## src/rtl/detect_event_logger.sv

```systemverilog
// Timestamps qualified detections from the serial pattern detector into a small FIFO.
// Optional macro DETLOG_RISE_EN: qualify only on the rising edge of det.
module detect_event_logger #(
    parameter int TS_W  = 16,
    parameter int DEPTH = 4,
    parameter int CNT_W = 8
) (
    input  logic                     clk,
    input  logic                     rst,
    input  logic                     det,
    input  logic                     clear,
    input  logic                     evt_ready,
    output logic                     evt_valid,
    output logic [TS_W-1:0]          evt_ts,
    output logic [$clog2(DEPTH):0]   fifo_count,
    output logic [CNT_W-1:0]         det_count,
    output logic                     overflow
);

    localparam int PW = $clog2(DEPTH);
    localparam logic [PW:0] FULL_CNT = (PW+1)'(DEPTH);

    logic [TS_W-1:0] ts;
    logic [TS_W-1:0] mem [DEPTH];
    logic [PW-1:0]   wr_ptr;
    logic [PW-1:0]   rd_ptr;
    logic            q;
    logic            push_req;
    logic            pop;
    logic            push;
    logic            full;

`ifdef DETLOG_RISE_EN
    logic det_d;

    always_ff @(posedge clk) begin
        if (rst || clear) begin
            det_d <= 1'b0;
        end else begin
            det_d <= det;
        end
    end

    always_comb q = det & ~det_d;
`else
    always_comb q = det;
`endif

    // clear masks both the push and the pop of the same cycle
    always_comb begin
        full      = (fifo_count == FULL_CNT);
        evt_valid = (fifo_count != '0);
        push_req  = q & ~clear;
        pop       = evt_valid & evt_ready & ~clear;
        push      = push_req & (~full | pop);
        evt_ts    = mem[rd_ptr];
    end

    always_ff @(posedge clk) begin
        if (rst) begin
            ts <= '0;
        end else begin
            ts <= ts + TS_W'(1);
        end
    end

    always_ff @(posedge clk) begin
        if (rst) begin
            for (int unsigned i = 0; i < DEPTH; i++) begin
                mem[i] <= '0;
            end
            wr_ptr     <= '0;
            rd_ptr     <= '0;
            fifo_count <= '0;
            det_count  <= '0;
            overflow   <= 1'b0;
        end else if (clear) begin
            wr_ptr     <= '0;
            rd_ptr     <= '0;
            fifo_count <= '0;
            det_count  <= '0;
            overflow   <= 1'b0;
        end else begin
            if (push) begin
                mem[wr_ptr] <= ts;
                wr_ptr      <= wr_ptr + PW'(1);
            end
            if (pop) begin
                rd_ptr <= rd_ptr + PW'(1);
            end
            case ({push, pop})
                2'b10:   fifo_count <= fifo_count + (PW+1)'(1);
                2'b01:   fifo_count <= fifo_count - (PW+1)'(1);
                default: fifo_count <= fifo_count;
            endcase
            if (push_req && det_count != '1) begin
                det_count <= det_count + CNT_W'(1);
            end
            if (push_req && full && !pop) begin
                overflow <= 1'b1;
            end
        end
    end

endmodule

```

## config.mk

```make
export PLATFORM = sky130hd
export DESIGN_NAME = detect_event_logger
export DESIGN_NICKNAME = d
export VERILOG_FILES = /design/src/rtl/detect_event_logger.sv
export SDC_FILE = /design/constraint.sdc
export NUM_CORES = 1
export LEC_CHECK = 0
export ABC_AREA = 1
export CAP_MARGIN = 20
export CORE_ASPECT_RATIO = 0.6
export CORE_MARGIN = 2
export CORE_UTILIZATION = 60
export CTS_BUF_LIST = sky130_fd_sc_hd__clkbuf_4 sky130_fd_sc_hd__clkbuf_8
export DETAILED_ROUTE_END_ITERATION = 6
export PLACE_DENSITY = 0.78
export SETUP_SLACK_MARGIN = 0.1
export SYNTH_ARGS = -nofsm -noshare
export SYNTH_HDL_FRONTEND = slang
export SYNTH_SLANG_ARGS = --single-unit
```

## constraint.sdc

```tcl
create_clock -name clk -period 3.3 [get_ports clk]
set_clock_uncertainty 0.15 [all_clocks]
set_input_delay 0.66 -clock clk [delete_from_list [all_inputs] [get_ports clk]]
set_output_delay 0.66 -clock clk [all_outputs]
set_load 0.03 [all_outputs]
```

==> flow_summary_export.csv, run 1 <==
group,metric,value,unit
cells_and_area,multi_input_area,1490,um^2
yosys,postSynth.asyncResetShare,0,%
yosys,synth_fp_nets,499,
worst_setup_path,required,2.49,ns
yosys,ys_top_cells_by_area,"edfxtp_1, dfxtp_1, nor2_1",
global_route,grt_max_degree,33,
floorplan,dieHeight,70.4,um
detailed_routing,finalWirelength,10100,um
yosys,synth_area,4400,um^2
placed_design,dp_hpwl,7350,um
cts,cts_buffers,9,
floorplan,num_rows,24,
power,powerDensity,437,nW/um^2
yosys,ys_types,29,
sta,setup_tns,0,ns
cells_and_area,fin_area,5020,um^2
worst_setup_path,cp.arrival,2.24,ns
cells_and_area,fillers,579,
detailed_routing,drt_iter0_drc,323,
cts,h-tree-depth,3,
cells_and_area,syn_to_final_growth,14.0,%
global_route,grt_overflow_total,0,
floorplan,die_area,8060,um^2
worst_setup_path,end_kind,"output port",
power,ir_worst_vdd,0.301,mV
global_route,grt_usage,27.4,%
worst_hold_path,hp-class,"reg -> reg",
cts,root_buffer,"clkbuf_8",
yosys,seq_area_frac_synth,59.1,%
global_route,antenna_found_initial,0,
global_route,grt_pass1_wl,16400,um
worst_hold_path,min_from,"ts[15]",
cells_and_area,drive_above_1_share,7.85,%
cts,clk_path_buf_depth,2,
worst_setup_path,cp-start-kind,"flip-flop",
cells_and_area,antenna_cells,0,
detailed_routing,wl_per_cell,16.2,um
worst_setup_path,crit_path_max_fanout,17,
detailed_routing,drtAntennaViolNets,0,
yosys,synth_top_flop_cell,"edfxtp_1",
worst_setup_path,crit_path_max_incr_delay,0.61,ns
yosys,yosysWarningCount,0,
detailed_routing,via_per_inst,5.52,
floorplan,ioPinCount,34,
floorplan,start_util,61.3,%
cts,insertion_delay,0.37,ns
sta,setup_viol,0,
cells_and_area,ff_latch_area,2600,um^2
job,drv_cap,0,
sta,fmax,0.328,GHz
detailed_routing,vias,3453,
sta,rsz0062_at_grt,"false",
cts,cts_tree,"built",
global_route,grt_pass1_vias,3248,
yosys,synth_common_cells,"nor2_1, nand2_1, edfxtp_1",
yosys,synth_top_area_share,43.6,%
yosys,synthMostInstantiatedCell,"nor2_1",
worst_setup_path,critPathKind,"reg -> out",
yosys,syn_area_per_cell,8.99,um^2
sta,final.period_utilization,92.4,%
sta,hold_viol,0,
worst_setup_path,cp_slowest_cell,"clkdlybuf4s50_1",
sta,tightest_slew,0.609,ns
placed_design,place.gp.congestion,0.917,
worst_setup_path,path_cells,"clkinvlp_4 -> o21ai_0 -> o22ai_1 -> clkdlybuf4s50_1",
status,status,"finished, final reports clean",
yosys,synth-edff-count,64,
sta,drv_slew,0,
floorplan,core,7180,um^2
cells_and_area,nNetsFinal,539,
detailed_routing,dr.pass1.iters,5,
placed_design,place_area,4820,um^2
cts,cts.clk_slew.worst_paths,0.09,ns
power,p_leak,0.00190,uW
worst_setup_path,reg2reg_from,"fifo_count[0]",
yosys,netlist_instances,490,
placed_design,port-buffer-count,33,
yosys,ys_seq_elements,98,
cts,cts_sinks,98,
floorplan,die_x,115,um
sta,min_period,3.05,ns
yosys,yosys.area.top_type,"edfxtp_1",
detailed_routing,drc,0,
sta,max_slew_margin,59.3,%
-- stage by stage --
step | setup slack, ns | power [uW] | instances | hold slack [ns] | utilization [%]
6_report | 0.250 | 2190 | 626 | 0.331 | 69.9
5_1_grt | 0.147 | 2270 | 626 | 0.346 | 69.9
4_1_cts | 0.122 | 2210 | 623 | 0.329 | 69.5
3_5_place_dp | 0.407 | 1520 | 607 | 0.316 | 67.1
3_3_place_gp | 0.474 | 1520 | 607 | 0.304 | 67.1
2_1_floorplan | 0.574 | 1460 | 490 | 0.291 | -
-- cells by family after synthesis --
logic type      after synthesis  synth area share (%)
compound gates               87                  10.5
flops                        98                  59.1
xor+xnor                      4                 0.796
fa+ha+maj                     4                  1.31
simple gates                223                  21.3
buf+inv                      74                  7.08
-- sequential cells by signal, summed over array words and instances (netlist names), named ones only --
name	flops
mem	64
ts	16
det_count	8
fifo_count	3
rd_ptr	2
wr_ptr	2
overflow	1
-- placed cells by master (no fill, tap or decap), types with 2 or more instances in the layout --
cell,Yosys,final
nor2_1,109,109
nand2_1,79,79
edfxtp_1,64,64
inv_1,56,54
o21ai_0,42,40
dfxtp_1,34,33
clkdlybuf4s50_1,0,33
a21oi_1,27,27
nand3_1,17,17
o22ai_1,16,16
buf_4,0,11
clkbuf_8,0,9
nand4_1,4,4
clkinv_2,0,4
nand2_4,3,3
clkinvlp_4,0,3
nor2_2,3,3
xor2_1,3,3
ha_1,3,3
inv_2,2,2
o21ai_1,0,2
nor3_1,2,2
o21a_1,2,2
-- critical path, delay by kind of cell, from the launching register on --
family	cells	cell delay, ns
buffers and inverters	2	0.97
DFF	1	0.56
AOI/OAI and AO/OA	2	0.33
-- what timing repair did --
| action | 4_1_cts | 5_1_grt |
|---|---|---|
| setup buffers | 0 | 3 |
| cloned | 0 | 0 |
| endpoints found under the hold margin | 0 | 0 |
| gates resized for setup | 1 | 2 |
| endpoints found under the setup margin | 6 | 9 |
| hold buffers | 0 | 0 |
-- power breakdown --
group	internal [uW]	switching, uW
logic	46.2	94.5
clock network	273	428
registers	1340	16.2
total	1660	538
-- metal layers --
| layer | up-vias | share of wire (%) | GRT usage [%] |
|---|---|---|---|
| met5 | - | 0 | 0 |
| met4 | 0 | 1.7 | 9.49 |
| met3 | 16 | 8.4 | 7.90 |
| met2 | 126 | 43 | 38.7 |
| met1 | 1624 | 47 | 40.4 |
| li1 | 1687 | - | - |
-- path summary, 6_finish.rpt --
check / cells past startpoint / slack [ns] / endpoint
worst max-delay path: 4 / 0.25 / evt_ts[7]
worst min-delay path: 2 / 0.33 / ts[15]
worst max register to register: 12 / 1.13 / fifo_count[2]
worst min register to register: 2 / 0.33 / ts[15]
-- cell type report --
type                       instances  share of cell area, %
clock inverter                     7                  0.898
sequential                        98                   51.9
inverter                          59                   4.56
clock buffer                       9                   2.47
multi-input combinational        318                   29.7
tap                               91                   2.27
timing repair buffer              44                   8.23
Note: power is estimated with default switching activity, not from simulation.
==> inputs of run 2 (changes only) <==
- CORE_ASPECT_RATIO: 0.6 -> 0.8
- SKIP_LAST_GASP: unset -> 1
==> run 2 against run 1 <==
Combinational power about the same. Worst setup slack gained 0.11 ns. Via count down 1.9%. Non-clock buffer count did not move. Critical path type unchanged. Largest cell class unchanged. Largest power group unchanged.
==> flow_summary_export.csv, run 2 (synthesis gave the netlist of run 1 again) <==
group,metric,value,unit
status,status,"finished, final reports clean",
sta,hold_viol,0,
cells_and_area,drive_above_1_share,7.29,%
cts,clk_path_buf_depth,2,
cts,post-cts-setup-buffers,0,
power,p_int,1850,uW
detailed_routing,finalWirelength,9230,um
cts,cts.repair.resized,0,
global_route,grt_usage,25.3,%
floorplan,die_x,99.8,um
detailed_routing,drc,0,
power,ir_worst_vdd,0.332,mV
job,drv_cap,0,
power,finalPower,2360,uW
cells_and_area,fin_cells,622,
placed_design,place.gp.congestion,0.869,
worst_setup_path,end_kind,"output port",
power,pwr-share-clk,36.8,%
placed_design,port-buffer-count,33,
cts,root_buffer,"clkbuf_8",
sta,hold_slack,0.328,ns
cells_and_area,top_register,"mem",
sta,tightest_slew,0.586,ns
detailed_routing,drt_iter0_drc,314,
sta,min_period,2.94,ns
sta,final.period_utilization,89.1,%
worst_setup_path,critPathKind,"reg -> out",
cts,ctsHoldBuffers,0,
floorplan,start_util,63.0,%
worst_setup_path,cp_num_buf_inv,3,
power,combPwrFrac,5.9,%
global_route,grt_pass1_vias,3177,
cells_and_area,fillers,517,
cells_and_area,fin_area,5060,um^2
cells_and_area,largestRegisters,"mem: 64 flops, ts: 16 flops, det_count: 8 flops",
worst_setup_path,path_cells,"inv_1 -> buf_4 -> o21ai_0 -> o22ai_1 -> clkdlybuf4s50_1",
worst_hold_path,hp-class,"reg -> reg",
floorplan,ioPinCount,34,
cells_and_area,nNetsFinal,539,
worst_setup_path,cp-start-kind,"flip-flop",
detailed_routing,via_per_inst,5.45,
sta,drv_slew,0,
global_route,grt_overflow_total,0,
worst_setup_path,crit_path_max_incr_delay,0.70,ns
detailed_routing,wl_per_cell,14.8,um
cells_and_area,layout_common_cells,"nor2_1, nand2_1, edfxtp_1",
floorplan,num_rows,27,
sta,rsz0062_at_grt,"false",
power,power.switching,515,uW
power,swShare,21.8,%
cts,insertion_delay,0.37,ns
sta,fmax,0.340,GHz
cts,cts_buffers,9,
cts,cts_tree,"built",
worst_setup_path,required,2.49,ns
worst_setup_path,crit_path_max_fanout,27,
global_route,antenna_found_initial,0,
sta,setup_tns,0,ns
floorplan,dieHeight,80.6,um
cts,cts.clk_slew.worst_paths,0.09,ns
cells_and_area,mostFrequentLayoutCell,"nor2_1",
cells_and_area,antenna_cells,0,
sta,setup_viol,0,
power,pwr-share-seq,57.2,%
sta,max_slew_margin,60.8,%
detailed_routing,vias,3388,
worst_setup_path,cp_top_family,"buffers and inverters",
global_route,grt_pass1_wl,15400,um
worst_setup_path,cp_slowest_cell,"clkdlybuf4s50_1",
worst_setup_path,cp.arrival,2.13,ns
placed_design,dp_hpwl,6780,um
cts,cts_sinks,98,
cells_and_area,syn_to_final_growth,15.0,%
power,p_leak,0.00193,uW
detailed_routing,drtAntennaViolNets,0,
placed_design,place_area,4830,um^2
cts,h-tree-depth,3,
cells_and_area,largest_reg_flops,64,
floorplan,core,6990,um^2
detailed_routing,dr.pass1.iters,4,
placed_design,dp_cells,606,
global_route,grt_max_degree,31,
floorplan,die_area,8040,um^2
power,powerDensity,466,nW/um^2
run 2: final timing paths:
kind | from | end | slack, ns | cells after the start
worst max register to register | fifo_count[0] | fifo_count[2] | 1.12 | 10
worst max-delay path | flip-flop | evt_ts[12] | 0.36 | 5
worst min register to register | overflow | overflow | 0.33 | 2
worst min-delay path | overflow | overflow | 0.33 | 2
run 2: worst min-delay path, delay by kind of cell (launching register included):
kind / cells / cell delay (ns)
and+or+nand+nor: 2 / 0.12
DFF: 1 / 0.33
run 2: through the flow:
| step | util (%) | worst slack [ns] |
|---|---|---|
| after detailed placement | 69.1 | 0.380 |
| after global placement | 69.1 | 0.487 |
| after CTS | 72.4 | 0.345 |
| after global routing | 72.4 | 0.211 |
| after floorplan | - | 0.574 |
| final | 72.4 | 0.360 |
run 2: layer usage:
metal / GRT usage, % / share of wire, %
met1: 35.8 / 48
met4: 7.26 / 1.7
met2: 38.9 / 44
met5: 0 / 0
met3: 6.44 / 5.8
run 2: cell type report:
type | count | area (um^2) | area share [%]
flip-flops and latches | 98 | 2600 | 51.4
repair buffers | 44 | 413 | 8.15
clock inverters | 5 | 85.1 | 1.68
well taps | 87 | 109 | 2.15
multi-input cells | 318 | 1490 | 29.4
clock buffers | 11 | 145 | 2.87
inverters | 59 | 221 | 4.37
run 2: power groups by stage:
stage | logic (uW) | registers, uW | clock network (uW)
2_1_floorplan | 85.4 | 1380 | 0
3_3_place_gp | 137 | 1380 | 0
3_5_place_dp | 141 | 1380 | 0
4_1_cts | 141 | 1350 | 882
5_1_grt | 153 | 1350 | 923
6_report | 140 | 1350 | 870
==> inputs of run 3 (changes only) <==
- ABC_CLOCK_PERIOD_IN_PS: unset -> 3300
==> results of run 3 <==
Same layout as run 2: the final DEF is identical, and so are final timing and power.
